--- src/rtl/axis_to_aximm.sv ---
// Write-only AXI4 master: streams AXIS beats to memory as serial INCR bursts that never cross 4KB.
// Optional BRESP error capture is enabled by defining AXIS_TO_AXIMM_BRESP_CHECK_EN.
module axis_to_aximm #(
   parameter int DW        = 512,
   parameter int AW        = 64,
   parameter int BURST_LEN = 64,
   parameter int CW        = 32
) (
   input  logic              clk,
   input  logic              resetn,
   input  logic              start,
   input  logic [AW-1:0]     cfg_addr,
   input  logic [CW-1:0]     cfg_beats,
   output logic              busy,
   output logic              done,
   output logic              err,
   input  logic [DW-1:0]     AXIS_IN_TDATA,
   input  logic [DW/8-1:0]   AXIS_IN_TKEEP,
   input  logic              AXIS_IN_TLAST,
   input  logic              AXIS_IN_TVALID,
   output logic              AXIS_IN_TREADY,
   output logic [AW-1:0]     M_AXI_AWADDR,
   output logic [7:0]        M_AXI_AWLEN,
   output logic              M_AXI_AWVALID,
   input  logic              M_AXI_AWREADY,
   output logic [3:0]        M_AXI_AWID,
   output logic [2:0]        M_AXI_AWSIZE,
   output logic [1:0]        M_AXI_AWBURST,
   output logic              M_AXI_AWLOCK,
   output logic [3:0]        M_AXI_AWCACHE,
   output logic [3:0]        M_AXI_AWQOS,
   output logic [2:0]        M_AXI_AWPROT,
   output logic [DW-1:0]     M_AXI_WDATA,
   output logic [DW/8-1:0]   M_AXI_WSTRB,
   output logic              M_AXI_WVALID,
   output logic              M_AXI_WLAST,
   input  logic              M_AXI_WREADY,
   input  logic [1:0]        M_AXI_BRESP,
   input  logic              M_AXI_BVALID,
   output logic              M_AXI_BREADY
);

   // state  | meaning
   // IDLE   | waiting for start
   // ADDR   | AWVALID held for the current burst
   // DATA   | stream passed through to W channel
   // RESP   | waiting for the B handshake
   // DONE   | one-cycle done pulse
   localparam logic [2:0] S_IDLE = 3'd0;
   localparam logic [2:0] S_ADDR = 3'd1;
   localparam logic [2:0] S_DATA = 3'd2;
   localparam logic [2:0] S_RESP = 3'd3;
   localparam logic [2:0] S_DONE = 3'd4;

   localparam int BPB     = DW / 8;
   localparam int BPB_LOG = $clog2(BPB);

   logic [2:0]    state;
   logic [AW-1:0] addr_q;
   logic [CW-1:0] remaining;
   logic [CW-1:0] beat_cnt;
   logic [12:0]   to_4k;
   logic [12:0]   lim;
   logic          rem_lt;
   logic [8:0]    len;
   logic          last_beat;
   logic          w_fire;
   logic          unused_ok;

   // addr_q and remaining are frozen from ADDR through RESP, so len is stable for the whole burst
   assign to_4k  = (13'd4096 - {1'b0, addr_q[11:0]}) >> BPB_LOG;
   assign lim    = (to_4k < 13'(BURST_LEN)) ? to_4k : 13'(BURST_LEN);
   assign rem_lt = {13'd0, remaining} < {{CW{1'b0}}, lim};
   assign len    = rem_lt ? remaining[8:0] : lim[8:0];

   assign last_beat = (beat_cnt == (CW'(len) - CW'(1)));
   assign w_fire    = (state == S_DATA) && AXIS_IN_TVALID && M_AXI_WREADY;

   always_ff @(posedge clk) begin
      if (!resetn) begin
         state     <= S_IDLE;
         addr_q    <= '0;
         remaining <= '0;
         beat_cnt  <= '0;
      end else begin
         case (state)
            S_IDLE: begin
               if (start) begin
                  addr_q    <= cfg_addr;
                  remaining <= cfg_beats;
                  beat_cnt  <= '0;
                  state     <= (cfg_beats == '0) ? S_DONE : S_ADDR;
               end
            end
            S_ADDR: begin
               if (M_AXI_AWREADY) state <= S_DATA;
            end
            S_DATA: begin
               if (w_fire) begin
                  if (last_beat) begin
                     beat_cnt <= '0;
                     state    <= S_RESP;
                  end else begin
                     beat_cnt <= beat_cnt + CW'(1);
                  end
               end
            end
            S_RESP: begin
               if (M_AXI_BVALID) begin
                  addr_q    <= addr_q + (AW'(len) << BPB_LOG);
                  remaining <= remaining - CW'(len);
                  state     <= (remaining == CW'(len)) ? S_DONE : S_ADDR;
               end
            end
            S_DONE:  state <= S_IDLE;
            default: state <= S_IDLE;
         endcase
      end
   end

`ifdef AXIS_TO_AXIMM_BRESP_CHECK_EN
   logic err_q;

   always_ff @(posedge clk) begin
      if (!resetn) begin
         err_q <= 1'b0;
      end else if (state == S_IDLE && start) begin
         err_q <= 1'b0;
      end else if (state == S_RESP && M_AXI_BVALID && M_AXI_BRESP != 2'b00) begin
         err_q <= 1'b1;
      end
   end

   assign err       = err_q;
   assign unused_ok = AXIS_IN_TLAST;
`else
   assign err       = 1'b0;
   assign unused_ok = ^{AXIS_IN_TLAST, M_AXI_BRESP};
`endif

   assign busy = (state == S_ADDR) || (state == S_DATA) || (state == S_RESP);
   assign done = (state == S_DONE);

   assign M_AXI_AWADDR  = addr_q;
   assign M_AXI_AWLEN   = 8'(len - 9'd1);
   assign M_AXI_AWVALID = (state == S_ADDR);
   assign M_AXI_AWID    = 4'd0;
   assign M_AXI_AWSIZE  = 3'(BPB_LOG);
   assign M_AXI_AWBURST = 2'b01;
   assign M_AXI_AWLOCK  = 1'b0;
   assign M_AXI_AWCACHE = 4'b0011;
   assign M_AXI_AWQOS   = 4'd0;
   assign M_AXI_AWPROT  = 3'b000;

   assign M_AXI_WDATA    = AXIS_IN_TDATA;
   assign M_AXI_WSTRB    = AXIS_IN_TKEEP;
   assign M_AXI_WVALID   = (state == S_DATA) && AXIS_IN_TVALID;
   assign M_AXI_WLAST    = (state == S_DATA) && last_beat;
   assign AXIS_IN_TREADY = (state == S_DATA) && M_AXI_WREADY;
   assign M_AXI_BREADY   = (state == S_RESP);

endmodule
--- config.mk ---
export PLATFORM = sky130hd
export DESIGN_NAME = axis_to_aximm
export DESIGN_NICKNAME = d
export VERILOG_FILES = /design/src/rtl/axis_to_aximm.sv
export SDC_FILE = /design/constraint.sdc
export NUM_CORES = 1
export LEC_CHECK = 0
export CORE_AREA = 2 2 537 539
export CTS_CLUSTER_DIAMETER = 40
export DETAILED_ROUTE_END_ITERATION = 7
export DIE_AREA = 0 0 539 541
export DONT_BUFFER_PORTS = 1
export PLACE_DENSITY = 0.3
export SYNTH_ARGS = -nofsm -noshare
export SYNTH_HDL_FRONTEND = slang
export SYNTH_SLANG_ARGS = --single-unit
--- constraint.sdc ---
create_clock -name clk -period 11.81 [get_ports clk]
set_input_delay 2.362 -clock clk [delete_from_list [all_inputs] [get_ports clk]]
set_output_delay 2.362 -clock clk [all_outputs]
set_load 0.01 [all_outputs]
# Word-level counts from Yosys, hierarchy flattened
# Cells that the tools add are included.
# word_totals
wordCells,56
register_bits,131
# op_classes
eq_ne,11
reduce_logical,13
magnitude_cmp,2
add_sub_neg,6
n_mux,20
# ops
op,n
two-way mux 32 bit,5
two-way mux 64 bit,2
case mux 32 bit (2 select lines),2
case mux 64 bit (2 select lines),1
adder 64 x 15 -> 64 bit,1
"adder 32 x 1 -> 32 bit, second input constant",1
equality test 32 bit,1
equality test 32 x 9 -> 1 bit,1
zero test 32 bit,1
< comparator 32 x 7 -> 1 bit,1
subtractor 32 x 9 -> 32 bit,1
two-way mux 3 bit,7
"subtractor 13 x 12 -> 13 bit, first input constant",1
case mux 3 bit (4 select lines),1
"subtractor 9 x 1 -> 10 bit, second input constant",1
two-way mux 9 bit,1
"inequality test 2 bit, second input constant",4
"subtractor 8 x 1 -> 8 bit, second input constant",1
"< comparator 7 bit, second input constant",1
two-way mux 7 bit,1
"equality test 3 x 2 -> 1 bit, second input constant",2
AND reduction 3 bit,2
AND reduction 5 bit,1
logical AND 1 bit,4
other kinds (6),8

# Depth between registers and ports, before layout
# depth
depth_word,10
mapped_depth,28
ltp_nobuf,24

# Worst setup path after synthesis
# OpenSTA, ideal clock, no wires.
# synth_path
path_type,flip-flop to output port
startpoint,reg addr_q[6] (netlist: M_AXI_AWADDR[6])
endpoint,out M_AXI_WLAST
path_stages_with_launch,27
arrival_ns,5.149
setup_slack_ns,4.299
path_cell_list,dfxtp_1 -> nor4_1 -> nand3_1 -> nor2_1 -> xnor2_1 -> inv_1 -> ha_1 -> a21o_1 -> a31oi_1 -> and4b_1 -> buf_6 -> and2_4 -> buf_6 -> buf_8 -> clkbuf_1 -> a21boi_0 -> inv_1 -> ha_1 -> clkbuf_1 -> or3b_2 -> nor2_1 -> nand2_1 -> mux2_2 -> o211ai_2 -> nand4_2 -> or2_1 -> nor2_1
# synth_between
elab_chain_cells,8
# synth_rtl
element,line,source
"start, declared",59,logic [AW-1:0] addr_q;
"start signal, assigned",89,addr_q <= cfg_addr;
"start signal, assigned",110,addr_q <= addr_q + (AW'(len) << BPB_LOG);
subtractor 13 x 12 -> 13 bit *,71,"assign to_4k = (13'd4096 - {1'b0, addr_q[11:0]}) >> BPB_LOG;"
< comparator 7 bit,72,assign lim = (to_4k < 13'(BURST_LEN)) ? to_4k : 13'(BURST_LEN);
two-way mux 7 bit *,72,
< comparator 32 x 7 -> 1 bit,73,"assign rem_lt = {13'd0, remaining} < {{CW{1'b0}}, lim};"
two-way mux 9 bit *,74,assign len = rem_lt ? remaining[8:0] : lim[8:0];
subtractor 9 x 1 -> 10 bit *,76,assign last_beat = (beat_cnt == (CW'(len) - CW'(1)));
equality test 32 bit *,76,
logical AND 1 bit *,158,assign M_AXI_WLAST = (state == S_DATA) && last_beat;
"end, declared",36,"output logic M_AXI_WLAST,"
# Mark *: on every way between the ends. The rest lies on a longest branch, timed or not.

# Worst setup path after layout
# Ends and elaborated chain as after synthesis.

==> metrics <==
status=finished, violations left; failing checks=slew limit; Cells after Synth=about 1.8k; vias in the first global route=about 11k; ys async rst share=0%; cell area after layout=14600 um^2; Psw=between 0.0007 and 0.0008 W; Leakage=about 3.7 nW; wire length per cell=about 26 um; CP Launch Type=flip-flop; crit path max fanout=22; Post-CTS Hold Fix Bufs=0; Bufs on Longest Clock Path=3; Setup-failing EPs final=0; initial antenna violation count=32; HPWL after detailed placement=about 110 mm; Syn-to-layout area delta=6.55%; synth top area cells=buf_4 33%, dfxtp_1 19%, nor2_1 3.2%; GPL Wtd Cong=between 0.7 and 0.8; clock slew at reported path FFs=about 0.080 ns; CP required=9.45 ns; drt first-iter violations=889; Ports=1359; DR pass1 iterations=5; vias per inst=between 2 and 2.5; Synth cell types=94; filler cell count=~34k; met3 usage=around 7.5%; P per Cell Area=~120 nW/um^2; setup TNS=0 ns; hold crit path type=reg2reg; actual slew at the worst max-slew pin=1.66 ns; CTS tree=done; Hold Violations, Final=0; syn avg cell area=7.64 um^2; Nets=roughly 1.9k; core area=286000 um^2; Via Count=roughly 11k; layout cells sized above 1=around 11%; combinational cell fraction of total power=26.9%; synthesized area=around 14000 um^2; global-route wire length before repair=around 150 mm; critical path arrival=approximately 7.5 ns; chip width=about 540 um; Post-synth EDFFs=0; GRT Resource Usage Total=8.44%; Finished Layout Cells=around 5k; Port Buf Inserts=0; worst setup path category=reg2out; fin. max-slew vios=6; GRT Max-Usage Layer=met2; routed wire length=between 100 and 150 mm; VDD IR-drop max=0.0643 mV; grt met1 use=roughly 5.1%; crit end category=output pin; post-synth top area share=roughly 33%; DRC viols=0; Max Freq=0.102 GHz; unrepaired setup endpoints after global routing=no; Site Rows=197; PostCTS Resize Cnt=0; Num CTS Buffers=25; Net Sw Frac=about 41%; Flop pwr share=between 30% and 40%; Top FF cell, synth=dfxtp_1; most numerous cell in the Yosys netlist=buf_4; clock skew=~0.029 ns; Die Y=541 um; M2 GR Usage=between 10 and 15%; clock sink total=approximately 130; area of placed instances=~14000 um^2; Clk pwr share=between 40% and 50%; largest net degree at the start of global routing=between 70 and 80; Setup Buffers After CTS=0; Rel. slew slack=-10.7%; Commonest cells post-synth=598 x buf_4, 131 x dfxtp_1, 116 x nor2_1; Cell Int Power=roughly 0.0010 W; Placed Cells=between 4k and 5k; Clk Latency, worst-skew pair=0.55 ns; DIE AREA=292000 um^2; Tcrit/Tclk final=between 80% and 90%; post-synthesis sequential area ratio=a little under a fifth; Tmin final=between 9 and 10 ns; CTS H-Tree Depth=4; Final ANT Viol Nets=0; Root Buffer=clkbuf_16; initial core utilization=roughly 4.8%; Max-Cap Viols=0; synthesized flop and latch total=about 130; leading area contributor after synthesis=buf_4; Syn. warnings=0; GR Overflow Total=0
==> layout make-up <==
class	count	area [um^2]	share of cell area (%)
Clock buffer	30	674	4.61
Tap cell	3781	4730	32.4
Timing Repair Buffer	27	203	1.39
Inverter	41	155	1.06
Sequential cell	131	2620	17.9
Multi-Input combinational cell	965	6210	42.5
Clock inverter	3	17.5	0.120
Antenna cell	1	2.50	0.0171
==> final timing paths <==
| check | depth (start not counted) | slack, ns | startpoint | end |
|---|---|---|---|---|
| min | 2 | 0.49 | remaining[22]$_SDFFE_PN0P_ | remaining[22]$_SDFFE_PN0P_ |
| max reg2reg | 23 | 4.39 | M_AXI_AWADDR[6]$_SDFFE_PN0P_ | M_AXI_AWADDR[52]$_SDFFE_PN0P_ |
| min reg2reg | 2 | 0.49 | remaining[22]$_SDFFE_PN0P_ | remaining[22]$_SDFFE_PN0P_ |
| max | 18 | 1.97 | M_AXI_AWADDR[6]$_SDFFE_PN0P_ | M_AXI_WLAST |
==> power by group through the flow <==
stage,logic [W],registers [W],clock network (W)
6_report,0.000473,0.000577,0.000708
5_1_grt,0.000531,0.000591,0.000750
4_1_cts,0.000497,0.000582,0.000754
3_5_place_dp,0.000495,0.000592,0
3_3_place_gp,0.000498,0.000591,0
2_1_floorplan,0.000516,0.000535,0
==> logic make-up (layout without fill, tap and decap cells) <==
kind of cell	count (synthesis)	in the layout	synth area share, %
compound gates	332	332	16.8
xor+xnor	51	51	3.39
fa+ha+maj	27	27	2.55
buf+inv	722	101	36.5
flops	131	131	19.1
mux	11	11	0.903
other cells	2	25	0.0547
simple gates	520	520	20.6
==> routing by layer <==
metal,up-vias,wire length [um]
met5,-,332
met4,10,12200
met3,517,25500
met2,933,62500
met1,4939,27500
li1,4452,-
==> worst max-delay path, cell delays in order (launching register included) <==
cell and delay [ns]:
dfxtp_1 0.44, nor4_1 0.56, nand2_1 0.22, xnor2_1 0.51, ha_1 0.35, nand3_1 0.09, a21oi_1 0.08, and4b_1 0.55
and2_4 0.39, a21boi_0 0.26, inv_1 0.51, ha_1 0.49, or3b_2 0.53, xor2_1 0.18, mux2i_2 0.27, a2bb2oi_2 0.24
nand4_2 0.14, or2_1 0.30, nor2_1 0.78
==> placed cells by master, fill, tap and decap left out, types with 7 or more instances in the layout <==
cell / n
inv_1: 39
a21oi_1: 58
and3_1: 32
or3_1: 14
xor2_1: 23
a311oi_1: 17
nand3_1: 61
or4_1: 7
nor3_2: 29
nor3_1: 43
and4_1: 7
buf_4: 27
ha_1: 24
a22oi_1: 10
nor2b_1: 7
nand4_1: 25
dfxtp_1: 131
nand2_1: 102
a211oi_1: 37
o22ai_1: 9
conb_1: 24
o211ai_1: 14
nor2_1: 115
nor4_1: 26
clkbuf_16: 25
and2_1: 14
xnor2_1: 27
o221ai_1: 11
o21ai_0: 68
a31oi_1: 12
a21boi_0: 8
==> sequential cells by signal (all words and copies together) (netlist names) <==
name and flops:
state 3, M_AXI_AWADDR 64, beat_cnt 32, remaining 32
==> through the flow <==
stage / hold slack, ns / setup WS, ns / power [W] / utilization (%)
global route: 0.538 / 1.51 / 0.00187 / 5.10
global placement: 0.473 / 2.20 / 0.00109 / 4.86
floorplan: 0.444 / 4.30 / 0.00105 / -
CTS: 0.497 / 1.62 / 0.00183 / 5.10
finish: 0.495 / 1.97 / 0.00176 / 5.10
detailed placement: 0.483 / 2.31 / 0.00109 / 4.86
Power figures use the tool's default switching activity.
